===== src/rtl/oam_dma_arbiter.sv =====
// ---------------------------------------------------------------------------
// oam_dma_arbiter
//   Sprite (OAM) DMA engine and system-bus arbiter for the 2A03 core.
//   A CPU write of page P to DMA_REG_ADDR halts the CPU and copies XFER_LEN
//   bytes from $PP00.. to OAM_DATA_ADDR as one read/write pair per byte.
//   The block owns the memory-bus mux and the CPU ready line.
//
// Ports
//   clk, rst_n         system clock, async active-low reset
//   cpu_addr/dout/rw   CPU bus request (rw: 1=read, 0=write)
//   cpu_rdy            0 = CPU must hold its current state
//   bus_addr/dout/rw   memory bus (muxed CPU / DMA)
//   bus_din            memory read data, valid at end of read cycle
//   dma_busy           1 from HALT through the last WRITE
//   dma_done           one-cycle completion pulse (only with DMA_DONE_PULSE_EN)
//
// Build option
//   DMA_DONE_PULSE_EN  adds the dma_done output.
// ---------------------------------------------------------------------------
module oam_dma_arbiter #(
  parameter logic [15:0] DMA_REG_ADDR  = 16'h4014,
  parameter logic [15:0] OAM_DATA_ADDR = 16'h2004,
  parameter int          XFER_LEN      = 256
) (
  input  logic        clk,
  input  logic        rst_n,
  input  logic [15:0] cpu_addr,
  input  logic [7:0]  cpu_dout,
  input  logic        cpu_rw,
  output logic        cpu_rdy,
  output logic [15:0] bus_addr,
  output logic [7:0]  bus_dout,
  output logic        bus_rw,
  input  logic [7:0]  bus_din,
  output logic        dma_busy
`ifdef DMA_DONE_PULSE_EN
  ,
  output logic        dma_done
`endif
);

  typedef enum logic [2:0] {
    IDLE  = 3'd0,
    HALT  = 3'd1,
    ALIGN = 3'd2,
    READ  = 3'd3,
    WRITE = 3'd4
  } state_t;

  localparam logic [7:0] LAST_IDX = 8'(XFER_LEN - 1);

  state_t     state_q, state_d;
  logic [7:0] page_q, page_d;
  logic [7:0] idx_q, idx_d;
  logic [7:0] data_q, data_d;
  logic       phase_q, phase_d;

  always_ff @(posedge clk or negedge rst_n) begin
    if (!rst_n) begin
      state_q <= IDLE;
      page_q  <= 8'h00;
      idx_q   <= 8'h00;
      data_q  <= 8'h00;
      phase_q <= 1'b0;
    end else begin
      state_q <= state_d;
      page_q  <= page_d;
      idx_q   <= idx_d;
      data_q  <= data_d;
      phase_q <= phase_d;
    end
  end

  // APU get/put parity; the DMA read must land on phase 0.
  assign phase_d = ~phase_q;

  always_comb begin
    state_d  = state_q;
    page_d   = page_q;
    idx_d    = idx_q;
    data_d   = data_q;
    cpu_rdy  = 1'b0;
    bus_addr = cpu_addr;
    bus_dout = cpu_dout;
    bus_rw   = cpu_rw;
    unique case (state_q)
      IDLE: begin
        cpu_rdy = 1'b1;
        if (!cpu_rw && cpu_addr == DMA_REG_ADDR) begin
          page_d  = cpu_dout;
          idx_d   = 8'h00;
          state_d = HALT;
        end
      end
      HALT: begin
        // CPU write cycles cannot be stalled; wait for the first read cycle.
        // Halting on phase 1 puts the next cycle on phase 0, else align once.
        if (cpu_rw) state_d = phase_q ? READ : ALIGN;
      end
      ALIGN: begin
        bus_rw  = 1'b1;
        state_d = READ;
      end
      READ: begin
        bus_addr = {page_q, idx_q};
        bus_rw   = 1'b1;
        data_d   = bus_din;
        state_d  = WRITE;
      end
      WRITE: begin
        bus_addr = OAM_DATA_ADDR;
        bus_dout = data_q;
        bus_rw   = 1'b0;
        if (idx_q == LAST_IDX) begin
          state_d = IDLE;
        end else begin
          idx_d   = idx_q + 8'h01;   // wraps within the page, never into it
          state_d = READ;
        end
      end
      default: state_d = IDLE;
    endcase
  end

  assign dma_busy = (state_q != IDLE);

`ifdef DMA_DONE_PULSE_EN
  logic done_q, done_d;

  // High for the first IDLE cycle after the final WRITE only.
  assign done_d = (state_q == WRITE) && (idx_q == LAST_IDX);

  always_ff @(posedge clk or negedge rst_n) begin
    if (!rst_n) done_q <= 1'b0;
    else        done_q <= done_d;
  end

  assign dma_done = done_q;
`endif

endmodule


===== config.mk =====
export PLATFORM = sky130hd
export DESIGN_NAME = oam_dma_arbiter
export DESIGN_NICKNAME = d
export VERILOG_FILES = /design/src/rtl/oam_dma_arbiter.sv
export SDC_FILE = /design/constraint.sdc
export NUM_CORES = 1
export LEC_CHECK = 0
export ABC_CLOCK_PERIOD_IN_PS = 1600
export BUFFER_PORTS_ARGS = -buffer_cell sky130_fd_sc_hd__buf_2
export CAP_MARGIN = 10
export CORE_MARGIN = 3
export CORE_UTILIZATION = 30
export CTS_BUF_LIST = sky130_fd_sc_hd__clkbuf_4 sky130_fd_sc_hd__clkbuf_8
export DETAILED_ROUTE_END_ITERATION = 8
export GPL_ROUTABILITY_DRIVEN = 0
export HOLD_SLACK_MARGIN = 0.02
export PLACE_DENSITY = 0.6
export SYNTH_ARGS = -nofsm -noshare
export SYNTH_HDL_FRONTEND = slang
export SYNTH_SLANG_ARGS = --single-unit
export TNS_END_PERCENT = 1

===== constraint.sdc =====
create_clock -name clk -period 1.6 [get_ports clk]
set_input_delay 0.16 -clock clk [delete_from_list [all_inputs] [get_ports clk]]
set_output_delay 0.16 -clock clk [all_outputs]
set_load 0.02 [all_outputs]

Word-level counts from Yosys, hierarchy flattened
Cells that the tools add are included.
Cells by class
  reductions and logical operators: 9
  equality and inequality tests: 9
  $add $sub $neg: 1
  magnitude comparators: 0
  multipliers: 0
  multiplexer cells: 12
  divide/modulo/power cells: 0
  bitwise operators: 1
  shifts and indexed selects: 0
Operator list (count)
  $pmux W16 S2: 1
  $mux W8: 3
  $eq A16 B15 Y1 const B: 1
  $pmux W8 S2: 1
  $pmux W3 S5: 1
  $add A8 B1 Y8 const B: 1
  $eq A8 B8 Y1 const B: 1
  $eq A3 B2 Y1 const B: 2
  $mux W3: 2
  $ne A2 B2 Y1 const B: 3
  $reduce_and A2 Y1: 2
  $eq A3 B1 Y1 const B: 1
  $eq A3 B3 Y1 const B: 1
  $logic_not A3 Y1: 1
  $reduce_and A3 Y1: 1
  $reduce_bool A3 Y1: 1
  $mux W1: 2
  $mux W2: 1
  $pmux W1 S2: 1
  $reduce_bool A2 Y1: 1
  $reduce_or A2 Y1: 1
  $logic_and A1 B1 Y1: 1
  $logic_not A1 Y1: 1
  $not A1 Y1: 1
Storage, ports and cells
  bits of input ports: 35
  memory bits (writable): 0
  bits in read-only memories: 0
  bits in registers: 28
  memories: 0
  latch bits: 0
  output and inout bits: 27

Longest topological paths before layout
Gate-level depths: netlist (run 1).
  depth in word-level cells: 4
  gate-level depth with buffers: 6

Worst setup path after synthesis (run 1)
Ideal clock, no wire load.
  path type: flip-flop to flip-flop
  start: reg state_q[2]
  end: reg page_q[0]
  path buffers: 1
  data required time: 1.475 ns
  path slack: -0.051 ns
  data arrival time: 1.526 ns
  library setup time: 0.125 ns
  cell stages (with the launch flop): 6
  cell sequence: dfrtp_1 -> buf_6 -> nor3_4 -> nand3_2 -> nor2_8 -> mux2_4
Between the ends
  longest elaborated chain between the ends: 2
Ends and longest elaborated chain
  start, declared: line 52  | state_t state_q, state_d;
  start signal, assigned: line 66  | state_q <= state_d;
  $logic_not A3 Y1: line 86  | unique case (state_q)
  $reduce_and A2 Y1 (no source line)
  end signal, assigned: line 67  | page_q <= page_d;
  end, declared: line 53  | logic [7:0] page_q, page_d;
No other way between the ends.
A chain may end at the register's enable or synchronous reset.

Worst setup path after layout (run 1)
  start: reg state_q[1]
  end: out bus_addr[3]
Between the ends
  longest elaborated chain between the ends: 2
  elaborated cells on any way between the ends: 3
  those cells by class: eq/ne (2); mux (1)
Ends and longest elaborated chain
  $eq A3 B3 Y1 or $eq A3 B2 Y1 (tied branches): line 86
  $pmux W16 S2 *: line 86
  end, declared: line 31  | output logic [15:0] bus_addr,
Every way passes the cells marked *; elsewhere a longest branch is shown, timed or not.

==> results of run 1 <==
cells in the final DEF, fill, tap and decap left out, types with 3 or more instances in the layout:
cell type  instances
dfrtp_2            3
buf_2             47
a21oi_1            3
buf_12             4
buf_4             26
mux2_2             7
nor2_1             7
clkbuf_8           4
a22o_1            14
o21ai_0            8
nand2_1           31
nand3_1            6
dfrtp_1           25
inv_1              8
buf_6             11
mux2i_1            3
nor2b_1            3
mux2_4             9
cells in the mapped netlist (2+ instances only):
cell type / instances / area share
mux2i_1: 3 / 0.018
nor2b_1: 3 / 0.011
nor2_1: 7 / 0.015
nand2_1: 31 / 0.068
o22ai_1: 2 / 0.0073
buf_2: 2 / 0.0059
inv_1: 8 / 0.018
o21ai_0: 9 / 0.026
nand3_2: 2 / 0.012
buf_6: 3 / 0.020
a22o_1: 14 / 0.072
mux2_4: 8 / 0.070
nand3_1: 6 / 0.018
mux2_2: 8 / 0.053
dfrtp_1: 28 / 0.41
a21oi_1: 3 / 0.0088
layout make-up:
type | instances | share of cell area
clock buffers | 4 | 0.0222
inverters | 8 | 0.0121
repair buffers | 90 | 0.266
well taps | 70 | 0.0353
flip-flops and latches | 28 | 0.284
multi-input cells | 121 | 0.381
layer usage:
layer	up-vias	track usage	part of all wire
met4	0	0.0389	0.0061
met1	714	0.199	0.47
met5	-	0	0
li1	756	-	-
met2	52	0.240	0.46
met3	4	0.0274	0.060
registers in the layout, summed over array words and instances (netlist names):
name     count
data_q       8
idx_q        8
page_q       8
phase_q      1
state_q      3
power groups by stage:
stage	clock network (mW)	registers [mW]	logic, mW
CTS	0.462	0.993	1.62
global placement	0	1.01	1.39
global route	0.486	1.02	1.88
floorplan	0	0.966	0.969
detailed placement	0	1.01	1.40
finish	0.444	0.994	1.74
worst register-to-register path: stages (launching register included):
cell and delay [ps]:
dfrtp_2 460, buf_4 150, buf_4 140, nor3_4 130, nand3_2 140, nor2_8 260
mux2_4 330
metrics by stage:
stage | hold slack, ps | cell area [sq um] | setup TNS, ps | util | std cells
2_1_floorplan | -136 | 1710 | -410 | - | 164
3_3_place_gp | 221 | 2190 | -607 | 0.412 | 305
3_5_place_dp | 224 | 2190 | -939 | 0.412 | 305
4_1_cts | 102 | 2390 | -3830 | 0.450 | 316
5_1_grt | 107 | 2480 | -6580 | 0.468 | 321
6_report | 107 | 2480 | -3700 | 0.468 | 321
worst max-delay path by stage:
stage                                  endpoint  slack [ps]
after floorplan           page_q[0]$_DFFE_PN0P_         -50
after detailed placement            bus_addr[5]         -70
final                               bus_addr[3]        -120
after global placement              bus_addr[1]         -50
after global routing      page_q[0]$_DFFE_PN0P_        -190
after CTS                           bus_addr[3]        -130
kinds of logic after synthesis:
logic type / Yosys count / share of synthesized area
multiplexers: 19 / 0.141
buffers and inverters: 15 / 0.0498
XOR/XNOR: 1 / 0.00513
adder cells (fa/ha/maj): 1 / 0.00732
AND/OR/NAND/NOR: 63 / 0.221
AO/OA/AOI/OAI: 37 / 0.166
flip-flops: 28 / 0.410
timing repair:
action                                  in CTS  in global routing
setup buffers                                6                  5
gates resized for setup                     23                 15
endpoints found under the setup margin      36                 43
hold buffers                                 1                  0
endpoints found under the hold margin       28                  0
pin swaps                                   11                  2
==> results.md, run 1 <==
* Peak supply drop at 618 uV
* Core box area at 5300 sq um
* Status: finished, violations left
* Average wire per standard cell at 14.7 um
* Worst Path Required at 1440 ps
* DRC errors left at 0
* Tmin final at 1720 ps
* Switching portion of total power at 0.381
* Reg2reg setup slack at -110 ps
* Total gr overflow at 0
* Critical path peak fanout at 12
* Failing checks: setup timing
* Sink Count at 28
* GRT Overall Usage at 0.147
* Seq/Total Area, Yosys at 0.410
* Top_reg_cell synth: dfrtp_1
* FF-to-FF End: page_q[6]$_DFFE_PN0P_
* Rel. slew slack at 0.578
* FFs w/ async S/R, synth at 1.00
* Part of the power in registers at 0.313
* Routed Antenna Nets at 0
* Power share of the combinational group at 0.547
* First-pass DRT Iterations at 4
* CP Buf/Inv Count at 2
* Die ar. at 6630 sq um
* Critical path launch point: state_q[1]$_DFFE_PN0P_
* Post-synth EDFFs at 0
* Mapped Avg Cell Area at 10.4 sq um
* First-pass GRT wire length at 7.43 mm
* Synth unique cells at 43
* RSZ-0062 raised after global routing: true
* Num CTS Buffers at 3
* Cells after Synth at 164
* Crit path depth at 5
* Initial core utilization at 0.322
* CTS tree: built
* Worst Tran Pin Value at 634 ps
* Clk pwr share at 0.140
* Delay of the slowest critical-path stage at 470 ps
* Pwr Total at 3.18 mW
* N_diodes at 0
* Final setup vio count at 39
* Worst Setup Path Type: flop to output pin
* Vias per cell at 4.75
* Vias at 1526
* Largest net degree at the start of global routing at 29
* Min-delay src: bus_din[6]
* Layout Area Growth over Synthesis at 45.3%
* Slowest cell on the critical path: dfrtp_2
* IO Port Bufs at 61
* Setup Skew at 2.27 ps
* Switch Pwr at 1.21 mW
* Place WS at -73.5 ps
* Final Hold Vio Count at 0
* Max Clk Rate at 581 MHz
* Seq. cell area at 704 sq um
* Internal power at 1.96 mW
* # rows at 26
* CP top delay family: flip-flops
* Routed wire length at 4.72 mm
* Antenna violations before repair at 0
* Worst setup EP type: output pin
* # Max-Cap Violations at 0
* Leakage at 1.28 nW
* PD cells at 1280 nW/um^2
* Die H at 81.5 um
* R2R depth at 6
* Die Wd at 81.5 um
* Final #Nets at 288
* Critical R2R Launch: state_q[0]$_DFFE_PN0P_
* Max-slew violations at 0
* Clock slew at reported path FFs at 100 ps
* Mapped cell area at 1710 sq um
* Yosys reg bits at 28
* Min-Delay Path Class: input port to flop
* CP arrival at 1560 ps
* # IOs at 62
* H-tree levels at 1
* Final WS setup at -120 ps
* 1st-iter DRT viols at 68
* Syn nets at 200
* Tcrit/Tclk final at 1.08
* Fill cell count at 512
* Dpl hpwl at 3.39 mm
* Clock Latency Late Sink at 280 ps
* Area of the multi-input gates at 945 sq um
* Hold EP: data_q[6]$_DFFE_PN0N_
* Share of cells above drive strength 1 at 0.510
* Vias in the first global route at 1504
* Root Driver: clkbuf_8
* Clk buf depth at 2
* Crit path launch type: flop
* Critical path cell sequence: nor3b_4, nor2_4, buf_12, a22o_1, buf_6
* WHS Path Cells at 2
* YS warnings at 0
Power figures use the tool's default switching activity.
==> run 2, diff against run 1 <==
--- a/config.mk
+++ b/config.mk
@@ -14,6 +14,7 @@
 export DETAILED_ROUTE_END_ITERATION = 8
 export GPL_ROUTABILITY_DRIVEN = 0
 export HOLD_SLACK_MARGIN = 0.02
+export MAX_ROUTING_LAYER = met4
 export PLACE_DENSITY = 0.6
 export SYNTH_ARGS = -nofsm -noshare
 export SYNTH_HDL_FRONTEND = slang
==> run 2 against run 1 <==
The flow still finishes with violations (setup timing); sequential cell count unchanged; design area unchanged; power increased by 0.14%; routed wire length increased by 0.53%; clock skew about the same; non-clock buffer count unchanged; critical path type unchanged.
==> results.md, run 2 (synthesized netlist as in run 1, its figures left out) <==
* Most frequent cells in the layout: buf_2, nand2_1, buf_4, dfrtp_1, a22o_1
* Average wire per standard cell at 14.8 um
* Final #Nets at 288
* Vias at 1545
* Final Hold Vio Count at 0
* Final WS setup at -119 ps
* Peak supply drop at 618 uV
* 1st-iter DRT viols at 52
* Root Driver: clkbuf_8
* Internal power at 1.96 mW
* Min-Delay Path Class: input port to flop
* Num CTS Buffers at 3
* PD cells at 1280 nW/um^2
* Clk pwr share at 0.140
* CP arrival at 1560 ps
* Layout Area Growth over Synthesis at 45.3%
* Vias in the first global route at 1497
* Switching portion of total power at 0.382
* Status: finished, violations left
* Power share of the combinational group at 0.547
* N_diodes at 0
* First-pass GRT wire length at 7.45 mm
* Vias per cell at 4.81
* Clock slew at reported path FFs at 100 ps
* CTS tree: built
* Crit path launch type: flop
* Failing checks: setup timing
* Clock Latency Late Sink at 280 ps
* Max-slew violations at 0
* Die ar. at 6630 sq um
* Seq. cell area at 704 sq um
* Die Wd at 81.5 um
* Routed Antenna Nets at 0
* Max Clk Rate at 582 MHz
* Rel. slew slack at 0.573
* Largest registers: data_q (8), idx_q (8), page_q (8)
* Final setup vio count at 39
* Dpl hpwl at 3.39 mm
* Fill cell count at 512
* Worst Setup Path Type: flop to output pin
* Sink Count at 28
* # IOs at 62
* RSZ-0062 raised after global routing: true
* # Max-Cap Violations at 0
* Place WS at -73.5 ps
* Worst setup EP type: output pin
* Commonest non-fill, non-tap cell in the layout: buf_2
* Worst Path Required at 1440 ps
* First-pass DRT Iterations at 4
* Antenna violations before repair at 0
* Total gr overflow at 0
* H-tree levels at 1
* Leakage at 1.28 nW
* # rows at 26
* Core box area at 5300 sq um
* Largest net degree at the start of global routing at 29
* Die H at 81.5 um
* Tcrit/Tclk final at 1.07
* IO Port Bufs at 61
* Worst Tran Pin Value at 641 ps
* Critical path peak fanout at 11
* Utilization after layout at 0.468
* Initial core utilization at 0.322
* Share of cells above drive strength 1 at 0.510
* DRC errors left at 0
* Area of the multi-input gates at 945 sq um
* Part of the power in registers at 0.313
* Setup Skew at 1.97 ps
* Switch Pwr at 1.22 mW
* Tmin final at 1720 ps
* Routed wire length at 4.75 mm
* GRT Overall Usage at 0.151
* Clk buf depth at 2
run 2: path summary, 6_finish.rpt:
check | start | endpoint | slack [ps] | cells after the start
max | state_q[0]$_DFFE_PN0P_ | bus_dout[3] | -120 | 4
min | bus_din[6] | data_q[6]$_DFFE_PN0N_ | 110 | 2
max reg2reg | state_q[0]$_DFFE_PN0P_ | page_q[7]$_DFFE_PN0P_ | -110 | 6
min reg2reg | phase_q$_DFF_PN0_ | phase_q$_DFF_PN0_ | 420 | 1
max in group asynchronous | rst_n | state_q[1]$_DFFE_PN0P_ | 720 | 2
min in group asynchronous | rst_n | data_q[6]$_DFFE_PN0N_ | 430 | 2
run 2: metal layers:
| metal | up-vias | part of all wire | GRT usage |
|---|---|---|---|
| met5 | - | 0 | - |
| met4 | 0 | 0.0053 | 0.0389 |
| met3 | 4 | 0.060 | 0.0274 |
| met2 | 54 | 0.46 | 0.239 |
| met1 | 730 | 0.48 | 0.199 |
| li1 | 757 | - | - |
run 2: stage by stage:
stage	setup TNS, ps	cells	area [sq um]	power [mW]	hold WS (ps)
4_1_cts	-3830	316	2390	3.08	102
3_3_place_gp	-607	305	2190	2.40	221
2_1_floorplan	-410	164	1710	1.94	-136
3_5_place_dp	-939	305	2190	2.41	224
6_report	-3710	321	2480	3.18	107
5_1_grt	-6610	321	2480	3.38	107
run 2: timing repair:
item                       4_1_cts  5_1_grt
hold endpoints to repair        28        0
hold buffers                     1        0
buffers inserted                 6        5
resized for setup               23       15
pin swaps                       11        2
setup endpoints to repair       36       43
run 2: power groups by stage:
| stage | Combinational, mW | Clock [mW] | Sequential (mW) |
|---|---|---|---|
| 2_1_floorplan | 0.969 | 0 | 0.966 |
| 3_3_place_gp | 1.39 | 0 | 1.01 |
| 3_5_place_dp | 1.40 | 0 | 1.01 |
| 4_1_cts | 1.62 | 0.462 | 0.993 |
| 5_1_grt | 1.88 | 0.487 | 1.02 |
| 6_report | 1.74 | 0.445 | 0.995 |
run 2: cell type report:
class / count / area share
repair buffers: 90 / 0.266
clock buffers: 4 / 0.0222
multi-input cells: 121 / 0.381
inverters: 8 / 0.0121
flip-flops and latches: 28 / 0.284
well taps: 70 / 0.0353
run 2: critical path, stage by stage (launching register included):
cell and delay (ps):
dfrtp_2 460, or3b_4 520, nand2_1 100, nand2_1 50
buf_2 150
==> run 3, diff against run 2 <==
--- a/config.mk
+++ b/config.mk
@@ -5,17 +5,18 @@
 export SDC_FILE = /design/constraint.sdc
 export NUM_CORES = 1
 export LEC_CHECK = 0
+export ABC_AREA = 1
 export ABC_CLOCK_PERIOD_IN_PS = 1600
 export BUFFER_PORTS_ARGS = -buffer_cell sky130_fd_sc_hd__buf_2
 export CAP_MARGIN = 10
-export CORE_MARGIN = 3
+export CORE_MARGIN = 2
 export CORE_UTILIZATION = 30
 export CTS_BUF_LIST = sky130_fd_sc_hd__clkbuf_4 sky130_fd_sc_hd__clkbuf_8
 export DETAILED_ROUTE_END_ITERATION = 8
 export GPL_ROUTABILITY_DRIVEN = 0
 export HOLD_SLACK_MARGIN = 0.02
 export MAX_ROUTING_LAYER = met4
-export PLACE_DENSITY = 0.6
+export PLACE_DENSITY = 0.59
 export SYNTH_ARGS = -nofsm -noshare
 export SYNTH_HDL_FRONTEND = slang
 export SYNTH_SLANG_ARGS = --single-unit
==> run 3 against run 2 <==
The run still ends with setup timing left; combinational power shrank 92%; critical endpoint is now bus_addr[5]; maximum frequency grew 1.7%; critical path type unchanged; critical path depth grew 2; via count grew 19%; global-route usage grew 0.88 points; non-clock buffer count shrank 11; hold slack lost 46 ps; worst setup slack gained 28 ps; final cell count grew 25%; sequential cell count is the same; first-iteration DRC count grew 56%.
==> results.md, run 3 <==
* Status: finished, violations left
* Failing checks: setup timing
* DRC errors left at 0
* Mapped cell area at 1810 sq um
* Initial core utilization at 0.308
* Leakage at 1.39 nW
* H-tree levels at 1
* R2R depth at 8
* Vias at 1831
* Largest registers: data_q (8), idx_q (8), page_q (8)
* Final Hold Vio Count at 0
* Die H at 81.7 um
* PD cells at 551 nW/um^2
* First-pass DRT Iterations at 4
* Worst Tran Pin Value at 636 ps
* GRT Overall Usage at 0.160
* FF-to-FF End: idx_q[0]$_DFFE_PN0P_
* Root Driver: clkbuf_8
* Area leader, netlist: dfrtp_1
* # rows at 28
* Worst Setup Path Type: flop to output pin
* Core box area at 5890 sq um
* Vias per cell at 4.57
* Crit path launch type: flop
* Die ar. at 6670 sq um
* Final instance area at 2610 sq um
* # IOs at 62
* RSZ-0062 raised after global routing: true
* Area contributors post-synth: dfrtp_1, nand2_1, inv_1, nand3_1, nand3_2
* IO Port Bufs at 61
* CP top delay family: flip-flops
* Sink Count at 28
* Critical R2R Launch: idx_q[0]$_DFFE_PN0P_
* Commonest non-fill, non-tap cell in the layout: nand2_1
* CP arrival at 1530 ps
* Worst setup EP type: output pin
* Peak supply drop at 293 uV
* N_diodes at 0
* 1st-iter DRT viols at 81
* Routed wire length at 5.15 mm
* Critical path peak fanout at 6
* Count leader, synth: nand2_1
* WHS Path Cells at 3
* Final WS setup at -90.1 ps
* Area of the multi-input gates at 1020 sq um
* Synth top area share at 0.387
* Critical path cell sequence: inv_2, nor2_4, nand2_4, buf_8, o22ai_2, buf_6
* Min-Delay Path Class: input port to flop
* Die Wd at 81.7 um
* Synth unique cells at 25
* Post-synth EDFFs at 0
* Tmin final at 1690 ps
* Clock slew at reported path FFs at 110 ps
* Final #Nets at 363
* First-pass GRT wire length at 7.94 mm
* Clock Latency Late Sink at 280 ps
* Tcrit/Tclk final at 1.06
* Average wire per standard cell at 12.8 um
* Hold EP: data_q[7]$_DFFE_PN0N_
* Worst Path Required at 1440 ps
* Most frequent cells in the layout: nand2_1, buf_2, inv_1, dfrtp_1, buf_4
* Routed Antenna Nets at 0
* Cells after Synth at 252
* Mapped Avg Cell Area at 7.18 sq um
* Slowest cell on the critical path: dfrtp_1
* Seq. cell area at 703 sq um
* Clk buf depth at 2
* Setup Skew at 8.42 ps
* Placed cell areas at 2220 sq um
* Dpl hpwl at 3.80 mm
* CP Buf/Inv Count at 3
* Largest net degree at the start of global routing at 29
* Layout Area Growth over Synthesis at 44.0%
* FFs w/ async S/R, synth at 1.00
* Fill cell count at 616
* Antenna violations before repair at 0
* Seq/Total Area, Yosys at 0.387
* Max Clk Rate at 592 MHz
* Delay of the slowest critical-path stage at 430 ps
* Synth cell count leaders: nand2_1, inv_1, dfrtp_1
* Total gr overflow at 0
* Rel. slew slack at 0.576
* Share of cells above drive strength 1 at 0.420
* CTS tree: built
* Reg2reg setup slack at 160 ps
* Yosys reg bits at 28
* Hold Slack at 60.6 ps
* Num CTS Buffers at 3
* Top_reg_cell synth: dfrtp_1
* Final setup vio count at 16
* Max-slew violations at 0
* Min-delay src: bus_din[7]
* Vias in the first global route at 1686
* YS warnings at 0
* Syn nets at 288
* # Max-Cap Violations at 0
## run 3: worst min-delay path: stages
cell     delay, ps
buf_2           80
nand2_1         40
nand2_1         40
## run 3: where the power goes
| group | switching, mW | leakage [nW] | internal [mW] |
|---|---|---|---|
| clock network | 0.241 | 0.0357 | 0.335 |
| registers | 0.00529 | 0.336 | 0.717 |
| logic | 0.0800 | 1.02 | 0.0566 |
## run 3: layer usage
metal,GRT usage,part of all wire
met5,-,0
met4,0.0400,0.0041
met3,0.0132,0.032
met2,0.266,0.48
met1,0.211,0.48
## run 3: how the worst max path moves through the flow
| stage | from | end | slack (ps) | depth (start not counted) |
|---|---|---|---|---|
| 5_1_grt | state_q[1]$_DFFE_PN0P_ | bus_addr[5] | -160 | 6 |
| 6_report | state_q[1]$_DFFE_PN0P_ | bus_addr[5] | -90 | 6 |
| 4_1_cts | state_q[1]$_DFFE_PN0P_ | bus_addr[5] | -40 | 6 |
| 2_1_floorplan | state_q[2]$_DFFE_PN0P_ | bus_addr[3] | 70 | 4 |
| 3_3_place_gp | state_q[1]$_DFFE_PN0P_ | bus_addr[15] | 30 | 7 |
| 3_5_place_dp | state_q[1]$_DFFE_PN0P_ | bus_addr[15] | 50 | 7 |
## run 3: metrics by stage
stage	total power [mW]	utilization	TNS (ps)	std cells	worst slack [ps]
final	1.44	0.443	-725	401	-90.1
after global routing	1.49	0.443	-2430	401	-158
after CTS	1.44	0.409	-425	397	-43.9
after detailed placement	0.864	0.378	0	389	50.6
after global placement	0.863	0.378	0	389	30.1
after floorplan	0.783	-	0	252	73.0
## run 3: cells by family after synthesis
group	Yosys count	synth area share
flip-flops	28	0.387
AO/OA/AOI/OAI	36	0.122
AND/OR/NAND/NOR	142	0.375
adder cells (fa/ha/maj)	1	0.00691
buffers and inverters	45	0.109
## run 3: repair_timing
action	in CTS	in global routing
setup endpoints to repair	25	31
hold buffers	1	0
hold endpoints to repair	28	0
buffers inserted	3	3
cloned	0	1
pin swaps	0	5
resized for setup	34	44
## run 3: area by class of cell
type / instances / share of cell area
Inverter: 36 / 0.0614
Multi-Input combinational cell: 179 / 0.391
Clock buffer: 3 / 0.0158
Clock inverter: 1 / 0.0115
Tap cell: 75 / 0.0360
Sequential cell: 28 / 0.270
Timing Repair Buffer: 79 / 0.214
